File: src/rtl/seg7_pkg.sv
`default_nettype none
// ============================================================================
// Module      : seg7_pkg
// Description : Shared constants for the 4-digit multiplexed 7-segment
//               driver. Contents: active-low segment encodings (g..a), digit
//               slot indices, conversion FSM state encoding and a digit
//               encoder helper.
// Revision    : 1.0 - initial release
// ============================================================================
package seg7_pkg;

    // Active-low segment patterns, bit 0 = a ... bit 6 = g
    localparam logic [6:0] SEG_0    = 7'h40;
    localparam logic [6:0] SEG_1    = 7'h79;
    localparam logic [6:0] SEG_2    = 7'h24;
    localparam logic [6:0] SEG_3    = 7'h30;
    localparam logic [6:0] SEG_4    = 7'h19;
    localparam logic [6:0] SEG_5    = 7'h12;
    localparam logic [6:0] SEG_6    = 7'h02;
    localparam logic [6:0] SEG_7    = 7'h78;
    localparam logic [6:0] SEG_8    = 7'h00;
    localparam logic [6:0] SEG_9    = 7'h10;
    localparam logic [6:0] SEG_DASH = 7'h3F;
    localparam logic [6:0] SEG_OFF  = 7'h7F;

    // Digit slot indices (also the anode bit position)
    localparam logic [1:0] DIG_R1  = 2'd0;
    localparam logic [1:0] DIG_R10 = 2'd1;
    localparam logic [1:0] DIG_L1  = 2'd2;
    localparam logic [1:0] DIG_L10 = 2'd3;

    typedef enum logic [2:0] {
        ST_IDLE    = 3'd0,
        ST_LOAD_L  = 3'd1,
        ST_SHIFT_L = 3'd2,
        ST_LOAD_R  = 3'd3,
        ST_SHIFT_R = 3'd4,
        ST_COMMIT  = 3'd5
    } state_t;

    function automatic logic [6:0] seg_enc(input logic [3:0] digit);
        logic [6:0] s;
        case (digit)
            4'd0:    s = SEG_0;
            4'd1:    s = SEG_1;
            4'd2:    s = SEG_2;
            4'd3:    s = SEG_3;
            4'd4:    s = SEG_4;
            4'd5:    s = SEG_5;
            4'd6:    s = SEG_6;
            4'd7:    s = SEG_7;
            4'd8:    s = SEG_8;
            4'd9:    s = SEG_9;
            default: s = SEG_OFF;
        endcase
        return s;
    endfunction

endpackage
`default_nettype wire

File: src/rtl/seg7_scan_bin2bcd8.sv
`default_nettype none
// ============================================================================
// Module      : bin2bcd8
// Description : Sequential 8-bit binary to 2-digit BCD converter
//               (shift-add-3). One add-3-then-shift step per clock, 8 steps.
// Ports       : clk, rst (async, active-high)
//               start - load bin and begin conversion
//               bin   - 8-bit binary operand
//               bcd   - {tens, ones}; valid once done has been seen
//               done  - high during the cycle of the final shift step
// Revision    : 1.0 - initial release
// ============================================================================
module bin2bcd8 (
    input  logic       clk,
    input  logic       rst,
    input  logic       start,
    input  logic [7:0] bin,
    output logic [7:0] bcd,
    output logic       done
);

    // {tens, ones, binary}. The hundreds digit is not kept: the lower two
    // BCD digits of double-dabble do not depend on it, so bcd = value mod 100.
    logic [15:0] sr_q, sr_d, adj;
    logic [2:0]  cnt_q, cnt_d;
    logic        busy_q, busy_d;

    always_comb begin
        adj = sr_q;
        if (sr_q[11:8] >= 4'd5)  adj[11:8]  = sr_q[11:8]  + 4'd3;
        if (sr_q[15:12] >= 4'd5) adj[15:12] = sr_q[15:12] + 4'd3;

        sr_d   = sr_q;
        cnt_d  = cnt_q;
        busy_d = busy_q;
        done   = 1'b0;
        if (start) begin
            sr_d   = {8'd0, bin};
            cnt_d  = 3'd0;
            busy_d = 1'b1;
        end else if (busy_q) begin
            sr_d  = adj << 1;
            cnt_d = cnt_q + 3'd1;
            if (cnt_q == 3'd7) begin
                busy_d = 1'b0;
                done   = 1'b1;
            end
        end
    end

    always_ff @(posedge clk or posedge rst) begin
        if (rst) begin
            sr_q   <= '0;
            cnt_q  <= '0;
            busy_q <= 1'b0;
        end else begin
            sr_q   <= sr_d;
            cnt_q  <= cnt_d;
            busy_q <= busy_d;
        end
    end

    assign bcd = sr_q[15:8];

endmodule
`default_nettype wire

File: src/rtl/seg7_scan.sv
`default_nettype none
// ============================================================================
// Module      : seg7_scan
// Description : 4-digit multiplexed common-anode 7-segment driver for two
//               8-bit countdown values. Left road on digits 3:2, right road
//               on digits 1:0. BCD conversion runs once per refresh frame and
//               the displayed digits are swapped in a single cycle.
//               Build option: SEG7_LZ_BLANK_EN blanks a leading-zero tens
//               digit for values 0..9.
// Ports       : clk, rst (async, active-high)
//               lcnt, rcnt     - binary countdown values
//               lflash, rflash - 1 = channel lit, 0 = channel blanked (live)
//               an             - active-low digit enables, an[0] = right ones
//               seg            - active-low segments, seg[0] = a
// Revision    : 1.0 - initial release
// ============================================================================
module seg7_scan
    import seg7_pkg::*;
#(
    parameter int SCAN_DIV_W = 16
) (
    input  logic       clk,
    input  logic       rst,
    input  logic [7:0] lcnt,
    input  logic [7:0] rcnt,
    input  logic       lflash,
    input  logic       rflash,
    output logic [3:0] an,
    output logic [6:0] seg
);

    logic [SCAN_DIV_W-1:0] div_q, div_d;
    logic [1:0]            idx_q, idx_d;
    state_t                state_q, state_d;
    logic [7:0]            lhold_q, lhold_d, rhold_q, rhold_d;
    logic [7:0]            lbcd_q, lbcd_d;
    logic [7:0]            disp_l_q, disp_l_d, disp_r_q, disp_r_d;
    logic                  lover_q, lover_d, rover_q, rover_d;
    logic                  valid_q, valid_d;
    logic [3:0]            an_q, an_d;
    logic [6:0]            seg_q, seg_d;

    logic                  conv_start, conv_done;
    logic [7:0]            conv_bin, conv_bcd;
    logic                  frame_start, dead;
    logic                  is_left, over, lit, lz_blank;
    logic [3:0]            nib;

    bin2bcd8 u_bin2bcd8 (
        .clk   (clk),
        .rst   (rst),
        .start (conv_start),
        .bin   (conv_bin),
        .bcd   (conv_bcd),
        .done  (conv_done)
    );

    // Refresh divider and digit index
    always_comb begin
        div_d = div_q + 1'b1;
        idx_d = idx_q;
        if (div_q == {SCAN_DIV_W{1'b1}}) idx_d = idx_q + 2'd1;
    end

    assign dead        = (div_q == '0);
    assign frame_start = dead && (idx_q == DIG_R1);

    // Conversion sequencer: one converter shared by both channels
    always_comb begin
        state_d    = state_q;
        lhold_d    = lhold_q;
        rhold_d    = rhold_q;
        lbcd_d     = lbcd_q;
        disp_l_d   = disp_l_q;
        disp_r_d   = disp_r_q;
        lover_d    = lover_q;
        rover_d    = rover_q;
        valid_d    = valid_q;
        conv_start = 1'b0;
        conv_bin   = lhold_q;
        case (state_q)
            ST_IDLE: begin
                if (frame_start) state_d = ST_LOAD_L;
            end
            ST_LOAD_L: begin
                // Snapshot both inputs together so the frame is coherent
                lhold_d    = lcnt;
                rhold_d    = rcnt;
                conv_start = 1'b1;
                conv_bin   = lcnt;
                state_d    = ST_SHIFT_L;
            end
            ST_SHIFT_L: begin
                if (conv_done) state_d = ST_LOAD_R;
            end
            ST_LOAD_R: begin
                lbcd_d     = conv_bcd;
                conv_start = 1'b1;
                conv_bin   = rhold_q;
                state_d    = ST_SHIFT_R;
            end
            ST_SHIFT_R: begin
                if (conv_done) state_d = ST_COMMIT;
            end
            ST_COMMIT: begin
                disp_l_d = lbcd_q;
                disp_r_d = conv_bcd;
                lover_d  = (lhold_q > 8'd99);
                rover_d  = (rhold_q > 8'd99);
                valid_d  = 1'b1;
                state_d  = ST_IDLE;
            end
            default: state_d = ST_IDLE;
        endcase
    end

    // Digit select and output encoding
    always_comb begin
        is_left = 1'b0;
        nib     = disp_r_q[3:0];
        case (idx_q)
            DIG_R1:  nib = disp_r_q[3:0];
            DIG_R10: nib = disp_r_q[7:4];
            DIG_L1:  begin is_left = 1'b1; nib = disp_l_q[3:0]; end
            DIG_L10: begin is_left = 1'b1; nib = disp_l_q[7:4]; end
            default: nib = disp_r_q[3:0];
        endcase
        over = is_left ? lover_q : rover_q;
        lit  = is_left ? lflash  : rflash;
`ifdef SEG7_LZ_BLANK_EN
        lz_blank = idx_q[0] && !over && (nib == 4'd0);
`else
        lz_blank = 1'b0;
`endif
        if (!valid_q)  seg_d = SEG_OFF;
        else if (over) seg_d = SEG_DASH;
        else           seg_d = seg_enc(nib);

        an_d = 4'hF;
        if (valid_q && !dead && lit && !lz_blank) an_d = ~(4'b0001 << idx_q);
    end

    always_ff @(posedge clk or posedge rst) begin
        if (rst) begin
            div_q    <= '0;
            idx_q    <= '0;
            state_q  <= ST_IDLE;
            lhold_q  <= '0;
            rhold_q  <= '0;
            lbcd_q   <= '0;
            disp_l_q <= '0;
            disp_r_q <= '0;
            lover_q  <= 1'b0;
            rover_q  <= 1'b0;
            valid_q  <= 1'b0;
            an_q     <= 4'hF;
            seg_q    <= SEG_OFF;
        end else begin
            div_q    <= div_d;
            idx_q    <= idx_d;
            state_q  <= state_d;
            lhold_q  <= lhold_d;
            rhold_q  <= rhold_d;
            lbcd_q   <= lbcd_d;
            disp_l_q <= disp_l_d;
            disp_r_q <= disp_r_d;
            lover_q  <= lover_d;
            rover_q  <= rover_d;
            valid_q  <= valid_d;
            an_q     <= an_d;
            seg_q    <= seg_d;
        end
    end

    assign an  = an_q;
    assign seg = seg_q;

endmodule
`default_nettype wire

File: config.mk
export PLATFORM = sky130hd
export DESIGN_NAME = seg7_scan
export DESIGN_NICKNAME = d
export VERILOG_FILES = /design/src/rtl/seg7_pkg.sv /design/src/rtl/seg7_scan_bin2bcd8.sv /design/src/rtl/seg7_scan.sv
export SDC_FILE = /design/constraint.sdc
export NUM_CORES = 1
export LEC_CHECK = 0
export BUFFER_PORTS_ARGS = -buffer_cell sky130_fd_sc_hd__buf_2
export CAP_MARGIN = 15
export CORE_MARGIN = 4
export CORE_UTILIZATION = 30
export DETAILED_ROUTE_END_ITERATION = 8
export REMOVE_ABC_BUFFERS = 1
export SLEW_MARGIN = 20
export SYNTH_ARGS = -nofsm -noshare
export SYNTH_HDL_FRONTEND = slang
export SYNTH_SLANG_ARGS = --single-unit
File: constraint.sdc
create_clock -name clk -period 4.13 [get_ports clk]
set_input_delay 1.239 -clock clk [delete_from_list [all_inputs] [get_ports clk]]
set_output_delay 1.239 -clock clk [all_outputs]
set_load 0.05 [all_outputs]
==> metrics.txt <==
Setup TNS=0 ns; worst path required time=2.89 ns; Compound-Gate Fraction of Synth Area=0.0808; dpl cell area=0.00457 mm²; CP cell instances=buf_2; htree depth=3; fin nets=425; DR WL/cell=13.2 µm; xor and xnor fraction of the mapped netlist area=0.0394; Final Cell Area=0.00487 mm²; f_max=429 MHz; P_leak=2.16 nW; Startpoint Class=flip-flop; critical path's slowest cell=dfstp_2; multi-input logic area=0.00176 mm²; DIE AREA=0.0160 mm²; Worst-Skew Late Latency=0.33 ns; final setup vio count=0; area fraction of the dominant cell type after synthesis=0.486; # IOs=31; DRT Wirelength=7570 µm; crit share post-route=0.564; Worst path max stage delay=0.51 ns; post-synth top area cell=dfrtp_1; initial antenna violation count=0; core region area=0.0138 mm²; minimum clock period=2.33 ns; Die W=127 µm; postcts setup bufs=0; mux contribution to synthesized area=0.136; Avg Inst Size Synth=11.7 µm²; max_cap viols=0; layout cells sized above 1=0.246; via density per instance=4.67; first-pass GRT wire length=13400 µm; GPL Wtd Cong=0.842; WP buf/inv=1; count leader, synth=dfrtp_1; Pwr Density=511 mW/mm²; mapped cell area=0.00423 mm²; Post-Synthesis Cells=361; ys async rst share=1.00; YS warnings=0; DR vias=2684; Main synth FF type=dfrtp_1; PortBufs=30; status=finished, final reports clean; synthesis-to-layout area growth=15.3%; diode count=0; hold buffers post-CTS=0; Max rail drop VDD=0.000316 V; Die Span Y=127 µm; clk buf depth=2; post_cts resized=0; Pre-antenna DRT Iters=5; Initial Util=0.306; Rows=43; Slew @ Worst Pin=1.07 ns; largest net degree at the start of global routing=94; DR DRC count=0; CTS tree=built; TritonCTS Buffers=9; family with the most delay on the worst path=flip-flops; Seq/Total Area, Yosys=0.554; worst-path fanout max=1; main combinational cell family by area after synthesis=multiplexers; Hold WC Path Type=reg -> reg; Synth top cells by count=dfrtp_1, mux2_2, nand2_1; CTS clk-pin slew, worst paths=0.06 ns; CTS root buf=clkbuf_16; crit end category=primary output; Worst Path Class, Setup=reg -> out; ANT nets after route=0; Clock Sinks=93; post-synth cell types=43; RSZ-0062 raised after global routing=false; Worst Clk Skew=0.00574 ns; register area=0.00234 mm²; GRT Overall Usage=0.101; HPWL after detailed placement=5340 µm; Adder-Cell Fraction of Synth Area=0.0415; simple-gate share of the synthesized area=0.120; Post-synth EDFFs=0; Fillers=1343; vias in the first global route=2772; max-slew violation count=0; initial drt markers=216; Synth area leaders=dfrtp_1, mux2_2, dfstp_2; remaining global-route overflow=0; number of synthesized register bits=93; Slew HR=0.288; final hold viol count=0; Crit path arrival time=1.09 ns
-- final cells by class --
cell class / instances / share of cell area
clock buffer: 11 / 0.0519
tap: 180 / 0.0462
clock inverter: 4 / 0.00976
timing repair buffer: 32 / 0.0365
sequential: 93 / 0.481
multi-input combinational: 238 / 0.362
inverter: 17 / 0.0134
-- where the power goes --
group | switching, mW | internal (mW) | total (mW)
sequential | 0.104 | 1.09 | 1.19
clock | 0.314 | 0.496 | 0.810
combinational | 0.292 | 0.195 | 0.487
total | 0.710 | 1.78 | 2.49
-- through the flow --
stage	util	hold WS, ns	setup WS, ns	total power [mW]	cells
2_1_floorplan	-	0.409	0.489	1.57	348
3_3_place_gp	0.331	0.464	1.96	1.67	560
3_5_place_dp	0.331	0.448	1.90	1.70	560
4_1_cts	0.352	0.467	1.77	2.53	575
5_1_grt	0.352	0.503	1.72	2.65	575
6_report	0.352	0.458	1.80	2.49	575
-- cells in the final DEF (no fill, tap or decap), types with 2 or more instances in the layout --
cell type	n
dfrtp_1	82
mux2_2	33
buf_2	30
nand2_1	28
nor2_1	23
mux2i_1	19
o21ai_0	18
inv_1	16
xnor2_1	14
a21oi_1	14
ha_1	14
dfstp_2	11
nor2b_1	9
a211oi_1	9
clkbuf_16	9
nand3_1	8
nand2b_1	5
xor2_1	5
nor3_1	4
a222oi_1	4
a31oi_1	3
o211ai_1	3
clkinv_2	3
nand3b_1	2
or3_1	2
and3_1	2
nor4_1	2
nand4_1	2
and2_1	2
clkbuf_8	2
-- worst register-to-register path, delay by kind of cell (launching register included) --
kind | cells | cell delay [ns]
mux | 1 | 0.56
flops | 1 | 0.65
simple gates | 1 | 0.89
-- per-layer routing --
layer | GRT usage | vias to the layer above | share of wire
li1 | - | 1321 | -
met1 | 0.136 | 1313 | 0.48
met2 | 0.160 | 41 | 0.46
met3 | 0.0291 | 9 | 0.040
met4 | 0.0297 | 0 | 0.011
met5 | 0 | - | 0
-- path summary, 6_finish.rpt --
| check | start | end | slack (ns) | depth (start not counted) |
|---|---|---|---|---|
| max in group asynchronous | rst | seg[4]$_DFF_PP1_ | 2.75 | 3 |
| min | valid_q$_DFFE_PP0N_ | seg[6]$_DFF_PP1_ | 0.46 | 1 |
| min reg2reg | valid_q$_DFFE_PP0N_ | seg[6]$_DFF_PP1_ | 0.46 | 1 |
| max reg2reg | state_q[1]$_DFFE_PP0P_ | disp_l_q[3]$_DFFE_PP0N_ | 1.91 | 2 |
| max | an[1]$_DFF_PP1_ | an[1] | 1.80 | 1 |
| min in group asynchronous | rst | rhold_q[6]$_DFFE_PP0N_ | 1.00 | 3 |
-- logic make-up (layout without fill, tap and decap cells) --
family	after synthesis	in the layout
AND/OR/NAND/NOR	97	97
flip-flops	93	93
AO/OA/AOI/OAI	55	55
multiplexers	53	53
buffers and inverters	30	64
XOR/XNOR	19	19
adder cells (fa/ha/maj)	14	14
-- flip-flops by register name, summed over array words and instances, names as in the netlist, 2 cells and up --
signal,count
lbcd_q,8
div_q,16
state_q,3
rhold_q,8
disp_l_q,8
disp_r_q,8
lhold_q,6
u_bin2bcd8.sr_q,16
an,4
seg,7
idx_q,2
u_bin2bcd8.cnt_q,3
No activity file was read; power rests on OpenSTA's default activity.
